**src/rtl/fpu_cvt_if.sv**
```systemverilog
// fpu_cvt_if -- request/response bundle for the int32 <-> float32 converter.
//   operation : 0 = signed int32 -> float32, 1 = float32 -> signed int32
//   operand   : source value
//   in_valid  : request present           in_ready  : converter idle, can accept
//   result    : converted value           out_valid : result present
//   out_ready : consumer takes the result
// master = requester/consumer side, slave = converter side.
interface fpu_cvt_if;
   logic        operation;
   logic [31:0] operand;
   logic        in_valid;
   logic        in_ready;
   logic [31:0] result;
   logic        out_valid;
   logic        out_ready;

   modport master (
      output operation, operand, in_valid, out_ready,
      input  in_ready, result, out_valid
   );

   modport slave (
      input  operation, operand, in_valid, out_ready,
      output in_ready, result, out_valid
   );
endinterface

```
**src/rtl/fpu_cvt.sv**
```systemverilog
// fpu_cvt -- iterative converter between signed int32 and IEEE-754 float32.
// One bit of normalisation / denormalisation per clock; results truncate
// toward zero, float->int saturates on overflow, Inf and NaN.
// Ports:
//   clk   : clock, all state on the rising edge
//   rst_n : asynchronous active-low reset
//   bus   : fpu_cvt_if.slave (operation, operand, in_valid, in_ready,
//           result, out_valid, out_ready)
// Latency from the accept edge to out_valid is n+1 cycles, n = shift steps.
module fpu_cvt (
   input  logic     clk,
   input  logic     rst_n,
   fpu_cvt_if.slave bus
);

   localparam int         DATA_W  = 32;
   localparam logic [7:0] EXP_TOP = 8'd158;  // biased exponent of 2^31
   localparam logic [7:0] EXP_ONE = 8'd127;  // biased exponent of 2^0

   typedef enum logic [1:0] {IDLE, SHIFT, DONE} state_t;

   state_t state, state_nxt;

   logic              op_r;
   logic              sign_r;
   logic [DATA_W-1:0] mag_r;
   logic [7:0]        exp_r;
   logic [4:0]        k_r;
   logic [DATA_W-1:0] res_r;

   function automatic logic [DATA_W-1:0] pack_float(input logic s, input logic [7:0] e,
                                                    input logic [22:0] f);
      return {s, e, f};
   endfunction

   function automatic logic [DATA_W-1:0] sat_int(input logic s);
      return s ? 32'h8000_0000 : 32'h7FFF_FFFF;
   endfunction

   function automatic logic [DATA_W-1:0] apply_sign(input logic s, input logic [DATA_W-1:0] m);
      return s ? (~m + 32'd1) : m;
   endfunction

   // Values loaded on accept, and whether the request can finish without shifting.
   logic signed [DATA_W-1:0] op_int;
   logic [7:0]               op_exp;
   logic                     acc_sign;
   logic [DATA_W-1:0]        acc_mag;
   logic [7:0]               acc_exp;
   logic [4:0]               acc_k;
   logic                     acc_direct;
   logic [DATA_W-1:0]        acc_res;

   always_comb begin
      op_int     = $signed(bus.operand);
      op_exp     = bus.operand[30:23];
      acc_sign   = bus.operand[31];
      acc_mag    = '0;
      acc_exp    = '0;
      acc_k      = '0;
      acc_direct = 1'b0;
      acc_res    = '0;
      if (!bus.operation) begin
         // -(-2^31) wraps back to 0x80000000, which is the wanted magnitude.
         acc_mag    = acc_sign ? unsigned'(-op_int) : bus.operand;
         acc_exp    = EXP_TOP;
         acc_direct = (bus.operand == '0) || acc_mag[31];
         acc_res    = (bus.operand == '0) ? '0 : pack_float(acc_sign, EXP_TOP, acc_mag[30:8]);
      end else begin
         acc_mag    = {1'b1, bus.operand[22:0], 8'h00};
         acc_exp    = op_exp;
         // 158 - e only matters for 127..157, where it equals (30 - e) mod 32.
         acc_k      = 5'd30 - op_exp[4:0];
         acc_direct = (op_exp < EXP_ONE) || (op_exp >= EXP_TOP);
         acc_res    = (op_exp < EXP_ONE) ? '0 : sat_int(acc_sign);
      end
   end

   // One shift step; step_last marks the step that completes the conversion.
   logic [DATA_W-1:0] step_mag;
   logic [7:0]        step_exp;
   logic [4:0]        step_k;
   logic              step_last;
   logic [DATA_W-1:0] step_res;

   always_comb begin
      step_mag  = mag_r;
      step_exp  = exp_r;
      step_k    = k_r;
      step_last = 1'b0;
      step_res  = '0;
      if (!op_r) begin
         step_mag  = mag_r << 1;
         step_exp  = exp_r - 8'd1;
         step_last = step_mag[31];
         step_res  = pack_float(sign_r, step_exp, step_mag[30:8]);
      end else begin
         step_mag  = mag_r >> 1;
         step_k    = k_r - 5'd1;
         step_last = (k_r == 5'd1);
         step_res  = apply_sign(sign_r, step_mag);
      end
   end

   always_ff @(posedge clk or negedge rst_n) begin
      if (!rst_n) state <= IDLE;
      else        state <= state_nxt;
   end

   always_comb begin
      state_nxt = state;
      case (state)
         IDLE:    if (bus.in_valid) state_nxt = acc_direct ? DONE : SHIFT;
         SHIFT:   if (step_last)    state_nxt = DONE;
         DONE:    if (bus.out_ready) state_nxt = IDLE;
         default: state_nxt = IDLE;
      endcase
   end

   always_comb begin
      bus.in_ready  = (state == IDLE);
      bus.out_valid = (state == DONE);
      bus.result    = res_r;
   end

   always_ff @(posedge clk or negedge rst_n) begin
      if (!rst_n) begin
         op_r   <= 1'b0;
         sign_r <= 1'b0;
         mag_r  <= '0;
         exp_r  <= '0;
         k_r    <= '0;
         res_r  <= '0;
      end else begin
         case (state)
            IDLE: if (bus.in_valid) begin
               op_r   <= bus.operation;
               sign_r <= acc_sign;
               mag_r  <= acc_mag;
               exp_r  <= acc_exp;
               k_r    <= acc_k;
               if (acc_direct) res_r <= acc_res;
            end
            SHIFT: begin
               mag_r <= step_mag;
               exp_r <= step_exp;
               k_r   <= step_k;
               if (step_last) res_r <= step_res;
            end
            default: ;
         endcase
      end
   end

endmodule

```
**src/flat_wrapper.sv**
```systemverilog
// flat-port wrapper written by rule: the top's interface ports become plain ports
module fpu_cvt_flat 
  (clk, rst_n, bus_operation, bus_operand, bus_in_valid, bus_out_ready, bus_in_ready, bus_result, bus_out_valid);
  fpu_cvt_if bus_i ();
  input  logic clk;
  input  logic rst_n;
  input wire logic [$bits(bus_i.operation)-1:0] bus_operation;
  input wire logic [$bits(bus_i.operand)-1:0] bus_operand;
  input wire logic [$bits(bus_i.in_valid)-1:0] bus_in_valid;
  input wire logic [$bits(bus_i.out_ready)-1:0] bus_out_ready;
  output wire logic [$bits(bus_i.in_ready)-1:0] bus_in_ready;
  output wire logic [$bits(bus_i.result)-1:0] bus_result;
  output wire logic [$bits(bus_i.out_valid)-1:0] bus_out_valid;
  assign bus_i.operation = bus_operation;
  assign bus_i.operand = bus_operand;
  assign bus_i.in_valid = bus_in_valid;
  assign bus_i.out_ready = bus_out_ready;
  assign bus_in_ready = bus_i.in_ready;
  assign bus_result = bus_i.result;
  assign bus_out_valid = bus_i.out_valid;
  fpu_cvt u_core (.clk(clk), .rst_n(rst_n), .bus(bus_i));
endmodule
```
**config.mk**
```make
export PLATFORM = sky130hd
export DESIGN_NAME = fpu_cvt_flat
export DESIGN_NICKNAME = d
export VERILOG_FILES = /design/src/rtl/fpu_cvt_if.sv /design/src/rtl/fpu_cvt.sv /design/src/flat_wrapper.sv
export SDC_FILE = /design/constraint.sdc
export NUM_CORES = 1
export LEC_CHECK = 0
export BUFFER_PORTS_ARGS = -buffer_cell sky130_fd_sc_hd__buf_2
export CORE_ASPECT_RATIO = 1.2
export CORE_MARGIN = 2
export CORE_UTILIZATION = 40
export DETAILED_ROUTE_END_ITERATION = 10
export GPL_ROUTABILITY_DRIVEN = 0
export PLACE_DENSITY_LB_ADDON = 0.1
export SYNTH_ARGS = -nofsm -noshare
export SYNTH_HDL_FRONTEND = slang
export SYNTH_SLANG_ARGS = --single-unit
```
**constraint.sdc**
```tcl
create_clock -name clk -period 2.7 [get_ports clk]
set_clock_uncertainty 0.05 [all_clocks]
set_input_delay 0.54 -clock clk [delete_from_list [all_inputs] [get_ports clk]]
set_output_delay 0.54 -clock clk [all_outputs]
set_load 0.1 [all_outputs]
```
# Word-level counts from Yosys, hierarchy flattened
# Cells that the tools add are included.
totals:
  register_bits: 81
  input_bits: 37
  output_inout_bits: 34
  elab_cells: 65
op_classes:
  addsub: 5
  n_lt_le_gt_ge: 2
  n_eq_ne: 9
  muxes: 30
  n_bitwise: 1
  n_reduce_logical: 11
op_table:
  columns: ["cell", "count"]
  rows:
  - ["$mux 32", 13]
  - ["$pmux 32 s2", 2]
  - ["$add 32x1->32 const B", 1]
  - ["$logic_not 32->1", 1]
  - ["$neg 32->32", 1]
  - ["$not 31->32", 1]
  - ["$mux 8", 3]
  - ["$pmux 8 s2", 1]
  - ["$mux 5", 3]
  - ["$pmux 5 s2", 1]
  - ["$reduce_and 3->1", 3]
  - ["$ge 8x8->1 const B", 1]
  - ["$lt 8x7->1 const B", 1]
  - ["$mux 2", 4]
  - ["$sub 8x1->8 const B", 1]
  - ["$ne 2x1->1 const B", 3]
  - ["$ne 2x2->1 const B", 3]
  - ["$pmux 2 s3", 1]
  - ["$eq 5x1->1 const B", 1]
  - ["$sub 5x1->5 const B", 1]
  - ["$sub 5x5->5 const A", 1]
  - ["$reduce_and 2->1", 2]
  - ["$reduce_and 4->1", 1]
  - ["$eq 2x1->1 const B", 1]
  - ["5 further kinds", 7]

# Longest topological paths before layout
# Gate-level depths: netlist (run 1).
depth:
  ltp_word: 7
  ltp_mapped: 10
  ltp_nobuf: 8

# Worst setup path before layout (run 1)
# OpenSTA, ideal clock, no wires.
synth_timing:
  kind: "register to register"
  startpoint: "reg u_core.state[0]"
  endpoint: "reg u_core.res_r[0], in the netlist u_core.bus.result[0]"
  setup_ps: 128
  t_arrival_ps: 3199
  t_required_ps: 2522
  setup_slack_ps: -678
  path_stages_with_launch: 8
  n_path_buf: 2
  period_less_slack_ps: 3378
  path_cell_list: "dfrtp_1 -> nor2_1 -> nand2_1 -> o31ai_4 -> or2_1 -> buf_4 -> buf_8 -> mux2_1"
synth_between:
  elab_chain_len: 3
  elab_cells_between_ends: 8
  classes_between: "4 x eq/ne; 1 x mux; 3 x reduce/logical"
synth_lines:
  columns: ["item", "line", "text"]
  rows:
  - ["start: declaration", "fpu_cvt.sv:22", "state_t state, state_nxt;"]
  - ["start signal: assignment", "fpu_cvt.sv:107", "else state <= state_nxt;"]
  - ["$logic_not 2->1 *", null, null]
  - ["net bus_in_ready", "flat_wrapper.sv:11", "output wire logic [$bits(bus_i.in_ready)-1:0] bus_in_ready;"]
  - ["$ne 2x1->1 (no source line) (tied with other cells)", null, null]
  - ["$reduce_and 4->1 (no source line)", null, null]
  - ["end signal: assignment", "fpu_cvt.sv:142", "if (acc_direct) res_r <= acc_res;"]
  - ["end signal: assignment", "fpu_cvt.sv:148", "if (step_last) res_r <= step_res;"]
  - ["end: declaration", "fpu_cvt.sv:29", "logic [DATA_W-1:0] res_r;"]
# The timed path passes the listed nets; every way through them passes the cells marked *.
# A chain may end at the register's enable or synchronous reset.

# Final worst setup path (run 1)
layout_timing:
  startpoint: "reg u_core.mag_r[10]"
  endpoint: "reg u_core.res_r[29], in the netlist u_core.bus.result[29]"
layout_between:
  elab_chain_len: 6
layout_lines:
  columns: ["item", "line", "text"]
  rows:
  - ["start: declaration", "fpu_cvt.sv:26", "logic [DATA_W-1:0] mag_r;"]
  - ["start signal: assignment", "fpu_cvt.sv:139", "mag_r <= acc_mag;"]
  - ["start signal: assignment", "fpu_cvt.sv:145", "mag_r <= step_mag;"]
  - ["$not 31->32", "fpu_cvt.sv:41", "return s ? (~m + 32'd1) : m;"]
  - ["$add 32x1->32", "fpu_cvt.sv:41", null]
  - ["$mux 32", "fpu_cvt.sv:41", null]
  - ["$mux 32", "fpu_cvt.sv:92", "if (!op_r) begin"]
  - ["$mux 32", "fpu_cvt.sv:148", null]
  - ["$pmux 32 s2", "fpu_cvt.sv:135", "case (state)"]
# No other way between the ends. The select of a mux whose other input is x is not followed.

==> results_dict.tcl, run 1 <==
set metrics [dict create \
    grt_pass1_wl_mm 38.50 \
    power.switching_mw 5.869 \
    worst_slack_ps 24.39 \
    status "complete, no violations" \
    dieHeight_um 141.2 \
    antenna_cells 0 \
    clk_pin_slew_worst_paths_ps 60 \
    cp-end-kind "register" \
    routed_wl_mm 24.88 \
    synth_cell_type_count 70 \
    rsz0062_at_grt "yes" \
    reg2reg_from "u_core.mag_r[10]" \
    drt-initial-drc-count 564 \
    cp_max_fo 7 \
    drv_cap 0 \
    drive_gt1_share_pct 32.35 \
    power_frac_seq_pct 22.1 \
    grt_overflow 0 \
    peakVddDrop_mv 0.7814 \
    hold_viol_final 0 \
    instances_no_fill 1092 \
    cts_tree "done" \
    max_slew.worst_pin.slew_ps 647.2 \
    grt_pass1_vias 6848 \
    clk_latency_ps 350 \
    p_per_area_nw_per_um2 1315 \
    synth_edf_count 0 \
    slew-limit-headroom_pct 56.75 \
    synth_ff_type "dfrtp_1" \
    period_share_pct 99.10 \
    hold_path_class "input port to asynchronous set/reset pin" \
    finalMaxSlewViolations 0 \
    finalCriticalPeriod_ps 2676 \
    die_x_um 118.3 \
    ios 71 \
    synth_nets 776 \
    setup_tns_ps 0 \
    vias_per_cell 6.159 \
    fin_util_pct 53.36 \
    synth_commonest_cells "dfrtp_1, nor2_1, clkbuf_1, o21ai_0, nand2_1" \
    synth_area_per_cell_um2 8.592 \
    syn_area_um2 6272 \
    dr.pass1.iters 5 \
    htree_levels 3 \
    ant_nets 0 \
    yosys_warnings 0 \
    dp.cells 1074 \
    numCtsBuffers 9 \
    row_count 50 \
    yosysMostFrequentCell "dfrtp_1" \
    critPathLaunch "u_core.mag_r[10]" \
    holdBufCountCts 0 \
    wire_per_inst_um 22.78 \
    grt_max_degree 45 \
    dp_slack_ps -470.1 \
    start_util_pct 40.59 \
    power_leakage_nw 3.489 \
    cp-start-kind "register" \
    required_ps 2880 \
    setup_viol 0 \
    clock.fmax_ghz 0.3737 \
    hpwl_mm 18.65 \
    internal-power_mw 4.973 \
    sw_frac_of_total_pct 54.13 \
    p_comb_share_pct 65.7 \
    syn_to_final_growth_pct 31.46 \
    syn-instance-count 730 \
    numPortBuffers 70 \
    finalPower_mw 10.84 \
    vias 6726 \
    synth_top_cell_by_area "dfrtp_1" \
    ys_ff_latch 81 \
    synthTopCellsByArea "dfrtp_1, xnor2_1, o21ai_0" \
    grtUsageTotal_pct 29.98 \
    yosysTopAreaCellShare_pct 32.32 \
    critical_path_arrival_ps 2860 \
    ys_async_sr_fraction_pct 100.0 \
    core_area_um2 15450 \
    antenna_found_initial 0 \
    fp.dieArea_um2 16700 \
    clock-sinks 81 \
    drc_errors 0 \
    clockBufferDepth 2 \
    path_class "register to register" \
    clock-root-buffer "clkbuf_16" \
    nets 926 \
    ys_seq_area_share_pct 32.32 \
    pwr-share-clk_pct 12.2 \
]
[layer usage]
layer	wire length [um]	vias up	GRT usage, %
li1	-	3045	-
met1	9549	3335	34.21
met2	12830	264	54.06
met3	1113	82	3.560
met4	1389	0	17.06
met5	0	-	0
[path summary, 6_finish.rpt]
path	end	slack (ps)	depth (start not counted)
min in group clk	u_core.state[1]	410	3
worst min-delay path	u_core.mag_r[2]	110	1
worst min register to register	u_core.bus.result[4]	430	1
worst max-delay path	u_core.bus.result[29]	20	7
max in group asynchronous	u_core.mag_r[31]	1840	2
worst max register to register	u_core.bus.result[29]	20	7
[power by group through the flow]
stage               sequential [mW]  combinational (mW)  clock, mW
floorplan                      3.88                3.26          0
CTS                            2.35                6.88       1.34
global route                   2.45                7.56       1.39
global placement               2.35                6.73          0
finish                         2.39                7.13       1.32
detailed placement             2.37                6.82          0
[cell families after synthesis]
group | Yosys count | share of synthesized area (%)
compound gates | 238 | 26.73
simple gates | 206 | 16.98
mux | 43 | 7.520
xor+xnor | 62 | 8.657
flops | 81 | 32.32
buf+inv | 91 | 6.004
fa+ha+maj | 9 | 1.795
[sequential cells by signal, summed over array words and instances, names as in the netlist]
register,count
u_core.bus.result,32
u_core.mag_r,32
u_core.exp_r,8
u_core.k_r,5
u_core.state,2
u_core.op_r,1
u_core.sign_r,1
[cell type report]
| class | instances | area, um^2 |
|---|---|---|
| flip-flops and latches | 81 | 2027 |
| multi-input cells | 558 | 4083 |
| fillers | 1503 | 7207 |
| clock buffers | 9 | 225.2 |
| well taps | 208 | 260.3 |
| clock inverters | 6 | 83.83 |
| repair buffers | 211 | 1495 |
| inverters | 19 | 71.32 |
[worst max-delay path, stage by stage, from the launching register on]
cell,delay [ps]
dfrtp_1,380
or4_4,570
or4_4,650
buf_6,180
nor3_2,170
mux2i_1,200
o21ai_1,80
mux2_4,280
[metrics by stage]
step | instance area (um^2) | hold WS, ps
3_5_place_dp | 7694 | 419.9
2_1_floorplan | 6294 | 194.4
6_report | 8245 | 113.5
3_3_place_gp | 7694 | 413.3
4_1_cts | 8055 | 127.8
5_1_grt | 8245 | 144.3
[cells in the final DEF (no fill, tap or decap), drive strengths merged, types with 3 or more instances in the layout]
cell	count
nor3	24
o22ai	10
nor4	10
a21o	3
a22oi	23
o31ai	19
and3	4
xnor2	38
nor2	58
or3	14
ha	9
a221oi	11
mux2	21
nand2b	4
o21ai	50
o221ai	10
a31oi	22
clkbuf	10
a21oi	34
o41ai	17
xor2	24
nand3	10
nand2	48
a211oi	5
o211ai	6
nor2b	4
mux2i	22
clkinv	6
inv	17
or2	4
a221o	4
or4	13
a41oi	8
buf	210
nor3b	3
dfrtp	81
[what timing repair did]
action                     in CTS  in global routing
gates cloned                    0                  1
resized for setup              12                 29
pin swaps                       5                  8
setup endpoints to repair      28                 23
setup buffers                   1                  2
Note: power is estimated with default switching activity, not from simulation.
==> inputs of run 2 (changes only) <==
Settings changed: GPL_TIMING_DRIVEN set to 0, MAX_ROUTING_LAYER set to met4.
==> run 2 against run 1 <==
The flow now finishes with violations (setup timing). Critical path depth up 4. Via count grew 0.55%. Die area unchanged. Sequential power grew 8%. Power about the same. First-iteration DRC count up 53%. Clock power is 9.8% lower. Global-route usage up 1.2 points. Final cell count is 4.7% lower. Wire length grew 2.6%.
==> results_dict.tcl, run 2 (same netlist as run 1, synthesis figures left out) <==
set metrics [dict create \
    placed_area_um2 6919 \
    grt_pass1_wl_mm 38.80 \
    grt_max_degree 45 \
    numCtsBuffers 9 \
    grt_overflow 0 \
    fillers 1467 \
    internal-power_mw 4.698 \
    clock.fmax_ghz 0.3681 \
    drt-initial-drc-count 864 \
    clock-sinks 81 \
    p_comb_share_pct 65.3 \
    slew-limit-headroom_pct 39.05 \
    failed_checks "setup timing" \
    antenna_cells 0 \
    fin_util_pct 51.98 \
    finalCriticalPeriod_ps 2717 \
    clock-root-buffer "clkbuf_16" \
    finalPower_mw 10.84 \
    fp.dieArea_um2 16700 \
    max_slew.worst_pin.slew_ps 914.2 \
    cp-end-kind "register" \
    power.switching_mw 6.143 \
    cp-start-kind "input port" \
    hold_viol_final 0 \
    clk_pin_slew_worst_paths_ps 70 \
    worst_slack_ps -16.86 \
    design_area_um2 8031 \
    cts_tree "done" \
    sw_frac_of_total_pct 56.67 \
    final_common_cell "dfrtp_1" \
    numPortBuffers 67 \
    hold_path_class "input port to asynchronous set/reset pin" \
    nets 874 \
    antenna_found_initial 0 \
    status "finished, violations left" \
    drc_errors 0 \
    grt_pass1_vias 6491 \
    critical_path_arrival_ps 2870 \
    vias_per_cell 6.497 \
    start_util_pct 40.59 \
    routed_wl_mm 25.52 \
    peakVddDrop_mv 0.8587 \
    final_cell_mix "dfrtp_1, buf_2, nor2_1" \
    holdBufCountCts 0 \
    row_count 50 \
    dieHeight_um 141.2 \
    rsz0062_at_grt "yes" \
    core_area_um2 15450 \
    syn_to_final_growth_pct 28.05 \
    setup_viol 1 \
    path_class "input port to register" \
    dr.pass1.iters 7 \
    wire_per_inst_um 24.51 \
    cp_max_fo 6 \
    htree_levels 3 \
    finalMaxSlewViolations 0 \
    hpwl_mm 18.18 \
    period_share_pct 100.6 \
    clk_latency_ps 360 \
    die_x_um 118.3 \
    drv_cap 0 \
    ios 71 \
    setup_tns_ps -16.86 \
    vias 6763 \
    drive_gt1_share_pct 28.81 \
    p_per_area_nw_per_um2 1350 \
    pwr-share-clk_pct 11.0 \
    power_frac_seq_pct 23.8 \
    required_ps 2850 \
    power_leakage_nw 3.160 \
    grtUsageTotal_pct 31.18 \
    clockBufferDepth 2 \
    ant_nets 0 \
]
[run 2: what timing repair did]
action / in CTS / in global routing
pin swaps: 18 / 30
cloned: 1 / 2
endpoints found under the setup margin: 42 / 44
resized for setup: 60 / 88
endpoints found under the hold margin: 0 / 0
setup buffers: 17 / 11
[run 2: power groups by stage]
| stage | Combinational, mW | Clock, mW | Sequential, mW |
|---|---|---|---|
| after detailed placement | 6.39 | 0 | 2.34 |
| after CTS | 6.68 | 1.19 | 2.41 |
| after global routing | 7.48 | 1.25 | 2.65 |
| after global placement | 6.35 | 0 | 2.33 |
| final | 7.07 | 1.19 | 2.58 |
| after floorplan | 3.26 | 0 | 3.88 |
[run 2: worst max-delay path: stages]
cell	delay (ps)
buf_8	110
inv_4	60
ha_4	130
or3b_4	400
buf_8	140
or4_4	580
buf_6	150
o21ai_4	180
xnor2_2	90
o211ai_1	280
o221ai_1	200
[run 2: cell type report]
| class | instances | area, um^2 | share of cell area [%] |
|---|---|---|---|
| clock inverter | 5 | 31.28 | 0.3895 |
| tap | 208 | 260.3 | 3.240 |
| timing repair buffer | 99 | 666.9 | 8.303 |
| buffer | 60 | 326.6 | 4.066 |
| multi-input combinational | 558 | 4394 | 54.71 |
| inverter | 19 | 76.32 | 0.9503 |
| sequential | 81 | 2033 | 25.32 |
| clock buffer | 11 | 242.7 | 3.022 |
[run 2: worst paths after layout]
check	start	to	slack (ps)	cells past startpoint
setup / recovery	bus_operand[1]	u_core.mag_r[26]	-20	11
hold / removal	rst_n	u_core.mag_r[4]	110	1
hold reg to reg	u_core.bus.result[5]	u_core.bus.result[5]	430	1
min in group clk	bus_out_ready	u_core.state[1]	410	3
max in group asynchronous	rst_n	u_core.bus.result[20]	1870	2
setup reg to reg	u_core.mag_r[9]	u_core.bus.result[24]	0	8
[run 2: through the flow]
step	hold slack (ps)	cells	worst slack (ps)
floorplan	194.4	730	-123.3
global placement	413.7	1005	-951.8
CTS	134.1	1033	-37.44
detailed placement	419.4	1006	-973.9
finish	107.3	1041	-16.86
global route	160.5	1041	-68.65
[run 2: routing by layer]
metal	part of all wire (%)	GRT usage, %
met5	0	-
met4	6.3	16.04
met3	6.1	3.519
met2	48	50.75
met1	39	38.27
